`config.mk`:
```
export PLATFORM = sky130hd
export DESIGN_NAME = tls_multi
export DESIGN_NICKNAME = d
export VERILOG_FILES = /design/src/rtl/tls_pkg.sv /design/src/rtl/tls_phase_timer.sv /design/src/rtl/tls_multi.sv
export SDC_FILE = /design/constraint.sdc
export NUM_CORES = 1
export LEC_CHECK = 0
export CORE_UTILIZATION = 40
export DETAILED_ROUTE_END_ITERATION = 6
export GPL_TIMING_DRIVEN = 0
export PLACE_DENSITY = 0.65
export SETUP_SLACK_MARGIN = 0.5
export SYNTH_ARGS = -nofsm -noshare
export SYNTH_HDL_FRONTEND = slang
export SYNTH_SLANG_ARGS = --single-unit
```
`constraint.sdc`:
```
create_clock -name clk -period 7.06 [get_ports clk]
set_clock_uncertainty 0.15 [all_clocks]
set_input_delay 1.412 -clock clk [delete_from_list [all_inputs] [get_ports clk]]
set_output_delay 1.412 -clock clk [all_outputs]
set_load 0.03 [all_outputs]
```
`src/rtl/tls_pkg.sv`:
```
// -----------------------------------------------------------------------------
// tls_pkg
// Shared definitions for the multi-approach traffic-light sequencer:
//   - tls_state_e : phase of the approach holding right-of-way
//   - LAMP_*      : lamp-vector helper constants (sliced to NUM_DIR by users)
//   - eff_dur()   : effective duration of a phase, applying the zero rules
// -----------------------------------------------------------------------------
package tls_pkg;

    typedef enum logic [1:0] {
        ST_GREEN  = 2'd0,
        ST_YELLOW = 2'd1,
        ST_ALLRED = 2'd2
    } tls_state_e;

    // Widest supported intersection; lamp constants are sliced down to NUM_DIR.
    localparam int MAX_DIR = 8;

    // Working width of eff_dur(); callers cast their TW-bit registers up to it.
    localparam int DUR_W = 32;

    localparam logic [MAX_DIR-1:0] LAMP_NONE  = 8'h00;
    localparam logic [MAX_DIR-1:0] LAMP_ALL   = 8'hFF;
    localparam logic [MAX_DIR-1:0] LAMP_FIRST = 8'h01;

    // Green and yellow never last less than one cycle. A zero all-red value
    // means the phase is skipped, so ALLRED is never occupied with ar == 0;
    // the floor of 1 there only keeps the compare well defined.
    function automatic logic [DUR_W-1:0] eff_dur(
        input tls_state_e       st,
        input logic [DUR_W-1:0] g,
        input logic [DUR_W-1:0] y,
        input logic [DUR_W-1:0] ar
    );
        logic [DUR_W-1:0] d;
        case (st)
            ST_GREEN:  d = (g  == 32'd0) ? 32'd1 : g;
            ST_YELLOW: d = (y  == 32'd0) ? 32'd1 : y;
            ST_ALLRED: d = (ar == 32'd0) ? 32'd1 : ar;
            default:   d = 32'd1;
        endcase
        return d;
    endfunction

endpackage

```
`src/rtl/tls_phase_timer.sv`:
```
// -----------------------------------------------------------------------------
// tls_phase_timer
// 1-based phase counter for the traffic-light sequencer.
// Ports:
//   clk, rst      : clock, synchronous active-high reset (count -> 1)
//   restart       : force count to 1 on the next edge (set / jump)
//   hold          : freeze the counter (stop)
//   dur [TW]      : effective duration of the current phase (never 0)
//   count [TW]    : registered phase counter
//   phase_end     : count has reached the current duration
// -----------------------------------------------------------------------------
module tls_phase_timer #(
    parameter int TW = 4
) (
    input  logic          clk,
    input  logic          rst,
    input  logic          restart,
    input  logic          hold,
    input  logic [TW-1:0] dur,
    output logic [TW-1:0] count,
    output logic          phase_end
);

    logic [TW-1:0] count_q;
    logic [TW-1:0] count_d;

    // End-of-phase detect; >= so a counter can never run past its limit.
    always_comb begin
        phase_end = (count_q >= dur);
    end

    // Next counter value: restart wins over hold, wrap to 1 at phase end.
    always_comb begin
        count_d = count_q;
        if (restart) begin
            count_d = {{(TW-1){1'b0}}, 1'b1};
        end else if (hold) begin
            count_d = count_q;
        end else if (phase_end) begin
            count_d = {{(TW-1){1'b0}}, 1'b1};
        end else begin
            count_d = count_q + {{(TW-1){1'b0}}, 1'b1};
        end
    end

    // Counter register.
    always_ff @(posedge clk) begin
        if (rst) begin
            count_q <= {{(TW-1){1'b0}}, 1'b1};
        end else begin
            count_q <= count_d;
        end
    end

    assign count = count_q;

endmodule

```
`src/rtl/tls_multi.sv`:
```
// -----------------------------------------------------------------------------
// tls_multi
// Multi-approach traffic-light sequencer. Rotates right-of-way across NUM_DIR
// approaches: GREEN -> YELLOW -> ALLRED -> next approach GREEN.
// Optional feature macro: TLS_PED_EN (pedestrian request / walk lamps).
// Ports:
//   clk, rst            : clock, synchronous active-high reset
//   set                 : latch g_in/y_in/ar_in, restart at approach 0 GREEN
//   stop                : freeze state, approach and counter
//   jump                : force current approach into all-red clearance
//   g_in, y_in, ar_in   : durations in cycles (TW bits each)
//   ped_req [NUM_DIR]   : (TLS_PED_EN) per-approach pedestrian request pulses
//   green/yellow/red    : per-approach lamp drives (registered)
//   walk [NUM_DIR]      : (TLS_PED_EN) per-approach walk lamps (registered)
//   dir                 : approach holding right-of-way
//   count               : 1-based phase counter
//   cycle_done          : one-cycle pulse when dir wraps to approach 0
// -----------------------------------------------------------------------------
module tls_multi
    import tls_pkg::*;
#(
    parameter int NUM_DIR = 2,
    parameter int TW      = 4,
    parameter int G_RST   = 8,
    parameter int Y_RST   = 2,
    parameter int AR_RST  = 1
) (
    input  logic                       clk,
    input  logic                       rst,
    input  logic                       set,
    input  logic                       stop,
    input  logic                       jump,
    input  logic [TW-1:0]              g_in,
    input  logic [TW-1:0]              y_in,
    input  logic [TW-1:0]              ar_in,
`ifdef TLS_PED_EN
    input  logic [NUM_DIR-1:0]         ped_req,
    output logic [NUM_DIR-1:0]         walk,
`endif
    output logic [NUM_DIR-1:0]         green,
    output logic [NUM_DIR-1:0]         yellow,
    output logic [NUM_DIR-1:0]         red,
    output logic [$clog2(NUM_DIR)-1:0] dir,
    output logic [TW-1:0]              count,
    output logic                       cycle_done
);

    localparam int DW = $clog2(NUM_DIR);

    localparam logic [NUM_DIR-1:0] OH_FIRST = LAMP_FIRST[NUM_DIR-1:0];
    localparam logic [NUM_DIR-1:0] OH_NONE  = LAMP_NONE[NUM_DIR-1:0];
    localparam logic [NUM_DIR-1:0] OH_ALL   = LAMP_ALL[NUM_DIR-1:0];

    tls_state_e           state_q, state_d;
    logic [DW-1:0]        dir_q, dir_d;
    logic [TW-1:0]        g_q, g_d;
    logic [TW-1:0]        y_q, y_d;
    logic [TW-1:0]        ar_q, ar_d;
    logic [NUM_DIR-1:0]   green_q, green_d;
    logic [NUM_DIR-1:0]   yellow_q, yellow_d;
    logic [NUM_DIR-1:0]   red_q, red_d;
    logic                 cycle_done_q, cycle_done_d;

    logic                 wrap_s;
    logic [DW-1:0]        dir_nxt_s;
    logic [NUM_DIR-1:0]   oh_d_s;
    logic [TW-1:0]        dur_s;
    logic [TW-1:0]        count_s;
    logic                 phase_end_s;
    logic                 timer_restart_s;
    logic                 timer_hold_s;

    // Next approach index, modulo NUM_DIR.
    always_comb begin
        wrap_s = (dir_q == DW'(NUM_DIR - 1));
        if (wrap_s) begin
            dir_nxt_s = {DW{1'b0}};
        end else begin
            dir_nxt_s = dir_q + DW'(1);
        end
    end

    // Effective duration of the phase currently being timed.
    always_comb begin
        dur_s = TW'(eff_dur(state_q, DUR_W'(g_q), DUR_W'(y_q), DUR_W'(ar_q)));
    end

    tls_phase_timer #(
        .TW (TW)
    ) u_timer (
        .clk       (clk),
        .rst       (rst),
        .restart   (timer_restart_s),
        .hold      (timer_hold_s),
        .dur       (dur_s),
        .count     (count_s),
        .phase_end (phase_end_s)
    );

    // Sequencer next state: set > jump > stop > normal advance (rst in the flops).
    always_comb begin
        state_d         = state_q;
        dir_d           = dir_q;
        g_d             = g_q;
        y_d             = y_q;
        ar_d            = ar_q;
        cycle_done_d    = 1'b0;
        timer_restart_s = 1'b0;
        timer_hold_s    = 1'b0;

        if (set) begin
            g_d             = g_in;
            y_d             = y_in;
            ar_d            = ar_in;
            state_d         = ST_GREEN;
            dir_d           = {DW{1'b0}};
            timer_restart_s = 1'b1;
        end else if (jump && (state_q != ST_ALLRED)) begin
            timer_restart_s = 1'b1;
            if (ar_q == {TW{1'b0}}) begin
                state_d      = ST_GREEN;
                dir_d        = dir_nxt_s;
                cycle_done_d = wrap_s;
            end else begin
                state_d = ST_ALLRED;
            end
        end else if (stop && !jump) begin
            // jump in ALLRED is ignored but still overrides stop.
            timer_hold_s = 1'b1;
        end else if (phase_end_s) begin
            case (state_q)
                ST_GREEN: begin
                    state_d = ST_YELLOW;
                end
                ST_YELLOW: begin
                    if (ar_q == {TW{1'b0}}) begin
                        state_d      = ST_GREEN;
                        dir_d        = dir_nxt_s;
                        cycle_done_d = wrap_s;
                    end else begin
                        state_d = ST_ALLRED;
                    end
                end
                ST_ALLRED: begin
                    state_d      = ST_GREEN;
                    dir_d        = dir_nxt_s;
                    cycle_done_d = wrap_s;
                end
                default: begin
                    state_d = ST_GREEN;
                    dir_d   = {DW{1'b0}};
                end
            endcase
        end else begin
            state_d = state_q;
        end
    end

    // Lamp decode from the next state so lamps are registered with it.
    always_comb begin
        oh_d_s = OH_FIRST << dir_d;
        if (state_d == ST_GREEN) begin
            green_d = oh_d_s;
        end else begin
            green_d = OH_NONE;
        end
        if (state_d == ST_YELLOW) begin
            yellow_d = oh_d_s;
        end else begin
            yellow_d = OH_NONE;
        end
        red_d = OH_ALL & ~(green_d | yellow_d);
    end

    // Sequencer, duration and lamp registers.
    always_ff @(posedge clk) begin
        if (rst) begin
            state_q      <= ST_GREEN;
            dir_q        <= {DW{1'b0}};
            g_q          <= TW'(G_RST);
            y_q          <= TW'(Y_RST);
            ar_q         <= TW'(AR_RST);
            green_q      <= OH_FIRST;
            yellow_q     <= OH_NONE;
            red_q        <= OH_ALL & ~OH_FIRST;
            cycle_done_q <= 1'b0;
        end else begin
            state_q      <= state_d;
            dir_q        <= dir_d;
            g_q          <= g_d;
            y_q          <= y_d;
            ar_q         <= ar_d;
            green_q      <= green_d;
            yellow_q     <= yellow_d;
            red_q        <= red_d;
            cycle_done_q <= cycle_done_d;
        end
    end

`ifdef TLS_PED_EN
    logic [NUM_DIR-1:0] req_q, req_d;
    logic [NUM_DIR-1:0] walk_q, walk_d;
    logic               enter_green_s;

    // Pedestrian requests: the pending bit moves into walk when its approach's
    // GREEN starts, so requests raised during that GREEN wait for the next one.
    always_comb begin
        req_d         = req_q | ped_req;
        walk_d        = walk_q;
        enter_green_s = (state_d == ST_GREEN) &&
                        ((state_q != ST_GREEN) || (dir_d != dir_q));
        if (set) begin
            req_d  = OH_NONE;
            walk_d = OH_NONE;
        end else if (state_d != ST_GREEN) begin
            walk_d = OH_NONE;
        end else if (enter_green_s) begin
            walk_d = oh_d_s & req_d;
            req_d  = req_d & ~oh_d_s;
        end else begin
            walk_d = walk_q;
        end
    end

    // Pedestrian request and walk registers.
    always_ff @(posedge clk) begin
        if (rst) begin
            req_q  <= OH_NONE;
            walk_q <= OH_NONE;
        end else begin
            req_q  <= req_d;
            walk_q <= walk_d;
        end
    end

    assign walk = walk_q;
`endif

    assign green      = green_q;
    assign yellow     = yellow_q;
    assign red        = red_q;
    assign dir        = dir_q;
    assign count      = count_s;
    assign cycle_done = cycle_done_q;

endmodule

```
==> out/metrics.cfg <==
[outcome]
status=complete, no violations

[cells_and_area]
fin_util=0.551
drive_above_1_share=0.130
diodes=0
stdcell_area_sq_um=1720
final_cell_mix=27 x clkdlybuf4s50_1, 26 x dfxtp_1, 16 x nor2_1
fill_cells=308
layout.nets=197
final_common_cell=clkdlybuf4s50_1
finalNonFillerCells=213
area_growth_pct=28.1

[drt]
drc=0
avgViaCountPerCell=5.33
dr.pass1.iters=5
wire_per_inst_um=13.6
drtAntennaViolNets=0
totalWireLength_mm=2.90
initialDrtViolationCount=57
num_vias=1136

[power]
power_leakage_nw=0.684
finalPower_mw=0.322
ir_drop_v=0.0000865
powerDensity_nw_per_um2=187

[global_routing]
grt_max_degree=16
grt_pass1_wl_mm=4.77
grt_pass1_vias=1053
grt_usage=0.181
antenna_found_initial=0
overflow=0

[worst_setup_path]
worstPathMaxFanout=5
path_delay_family=buffers and inverters
r2r_end=yellow[1]$_SDFF_PP0_
crit_chain=clkdlybuf4s50_1
slowest_delay_ps=710
end_kind=output pin
ff2ff_setup_slack_ps=4130
worstPathRequired_ps=5500
critPathSlowestCell=clkdlybuf4s50_1
critical_path_class=reg2out
r2r_cells=12
crit_buf_inv=1
critPathArrivalTime_ps=1470
crit-reg2reg-launch=state_q[1]$_SDFF_PP0_
startpoint_type=flip-flop

[yosys]
syn-num-nets=165
synth_cell_type_count=42
synth_warnings=0
synth_area_leaders=dfxtp_1 39%, ha_1 9.3%, mux2i_1 7.4%, nor2_1 4.5%, nor2b_1 2.3%
ys_ff_latch=26
syn-cell-area_sq_um=1350
yosysSeqAreaShare=0.387
syn_area_per_cell_sq_um=9.76
synth_area_leader_cell=dfxtp_1
syn_inst=138
synth_top_cell_area_share=0.387

[sta]
relSlewSlack=0.704
whs_ps=382
tightest_slew_ps=443
min_period_ps=3040
hold_viol=0
layout_setup_ws_ps=4020
max_freq_mhz=329
finalCritPeriodShare=0.430
rsz0062_at_grt=no
setup_violations=0
tns_ps=0
slew_viol_final=0

[die]
initial_core_util=0.430
ios=29
core-area_sq_um=3130
rows=20
die_h_um=60.0
die_w_um=60.0
dieArea_sq_um=3600

[min_path]
hp-class=reg2reg
hold-path-endpoint=u_timer.count[3]$_SDFFE_PP0N_
hold_depth=2
min_from=u_timer.count[3]$_SDFFE_PP0N_

[placement]
dp_slack_ps=3870
gp_congestion=0.856
dp.cells=209
dp_hpwl_mm=2.31
port_buffers=27
dpl_cell_area_sq_um=1670

[cts]
postCtsSetupBuffers=0
holdBufCountCts=0
cts_tree=done
cts_max_level=1
clock_path_buffers=2
clkLatencyLatePin_ps=320
numCtsBuffers=3
cts_resized=0
clockRootBuffer=clkbuf_4
path_clk_slew_ps=140
cts_sinks=26

[run]
cap_violations=0

[flip-flops by register name (all words and copies together) (netlist names)]
| name | cells |
|---|---|
| u_timer.count | 4 |
| ar_q | 4 |
| green | 2 |
| dir | 1 |
| g_q | 4 |
| yellow | 2 |
| y_q | 4 |
| red | 2 |
| state_q | 2 |
| cycle_done | 1 |
[per-layer routing]
layer / GRT usage / vias up / routed length [um]
met5: 0 / - / 0
met4: 0.0698 / 0 / 46
met3: 0.0195 / 5 / 132
met2: 0.305 / 37 / 1400
met1: 0.235 / 529 / 1310
li1: - / 565 / -
[worst max-delay path by stage]
stage	from	endpoint	slack, ps	cells past startpoint
after CTS	u_timer.count[1]$_SDFFE_PP0N_	count[1]	3990	1
after global routing	u_timer.count[1]$_SDFFE_PP0N_	count[1]	3950	1
after detailed placement	set	y_q[3]$_SDFFE_PP0P_	3870	5
final	u_timer.count[1]$_SDFFE_PP0N_	count[1]	4020	1
after global placement	jump	yellow[1]$_SDFF_PP0_	3880	6
after floorplan	state_q[1]$_SDFF_PP0_	yellow[1]$_SDFF_PP0_	4470	12
[Yosys cell counts, drive strengths merged]
cell	number
o2bb2ai	1
and2b	1
nand4	1
nand3	3
and3	2
a21o	1
o21ai	7
nor2b	5
nor4	2
or3	1
dfxtp	26
nand2	7
a31oi	1
a211o	3
or2	3
a222oi	3
o211ai	1
mux2i	10
o22ai	2
a311oi	1
xor2	1
nand2b	3
nor3	5
nor2	16
a32oi	1
nand4b	1
ha	10
buf	3
clkbuf	2
a21boi	2
nor3b	2
a21oi	6
inv	4
xnor2	1
[cell families after synthesis]
logic type | share of synthesized area
AOI/OAI and AO/OA | 0.167
adders and majority gates | 0.0929
and+or+nand+nor | 0.226
buffers and inverters | 0.0400
DFF | 0.387
xor gates and xnor gates | 0.0130
muxes | 0.0744
[layout make-up]
cell class              count  area [sq um]  share of cell area
plain buffers               5          38.8              0.0225
clock buffers               3          22.5              0.0131
clock inverters             1          30.0              0.0174
inverters                   4          15.0             0.00871
multi-input cells         103           772               0.448
flip-flops and latches     26           520               0.302
well taps                  44          55.1              0.0319
repair buffers             27           270               0.157
[report_power, final]
group	switching [mW]	total [mW]	internal (mW)
registers	0.00632	0.160	0.154
clock network	0.0439	0.101	0.0575
logic	0.0311	0.0610	0.0299
total	0.0813	0.322	0.241
No activity file was read; power rests on OpenSTA's default activity.
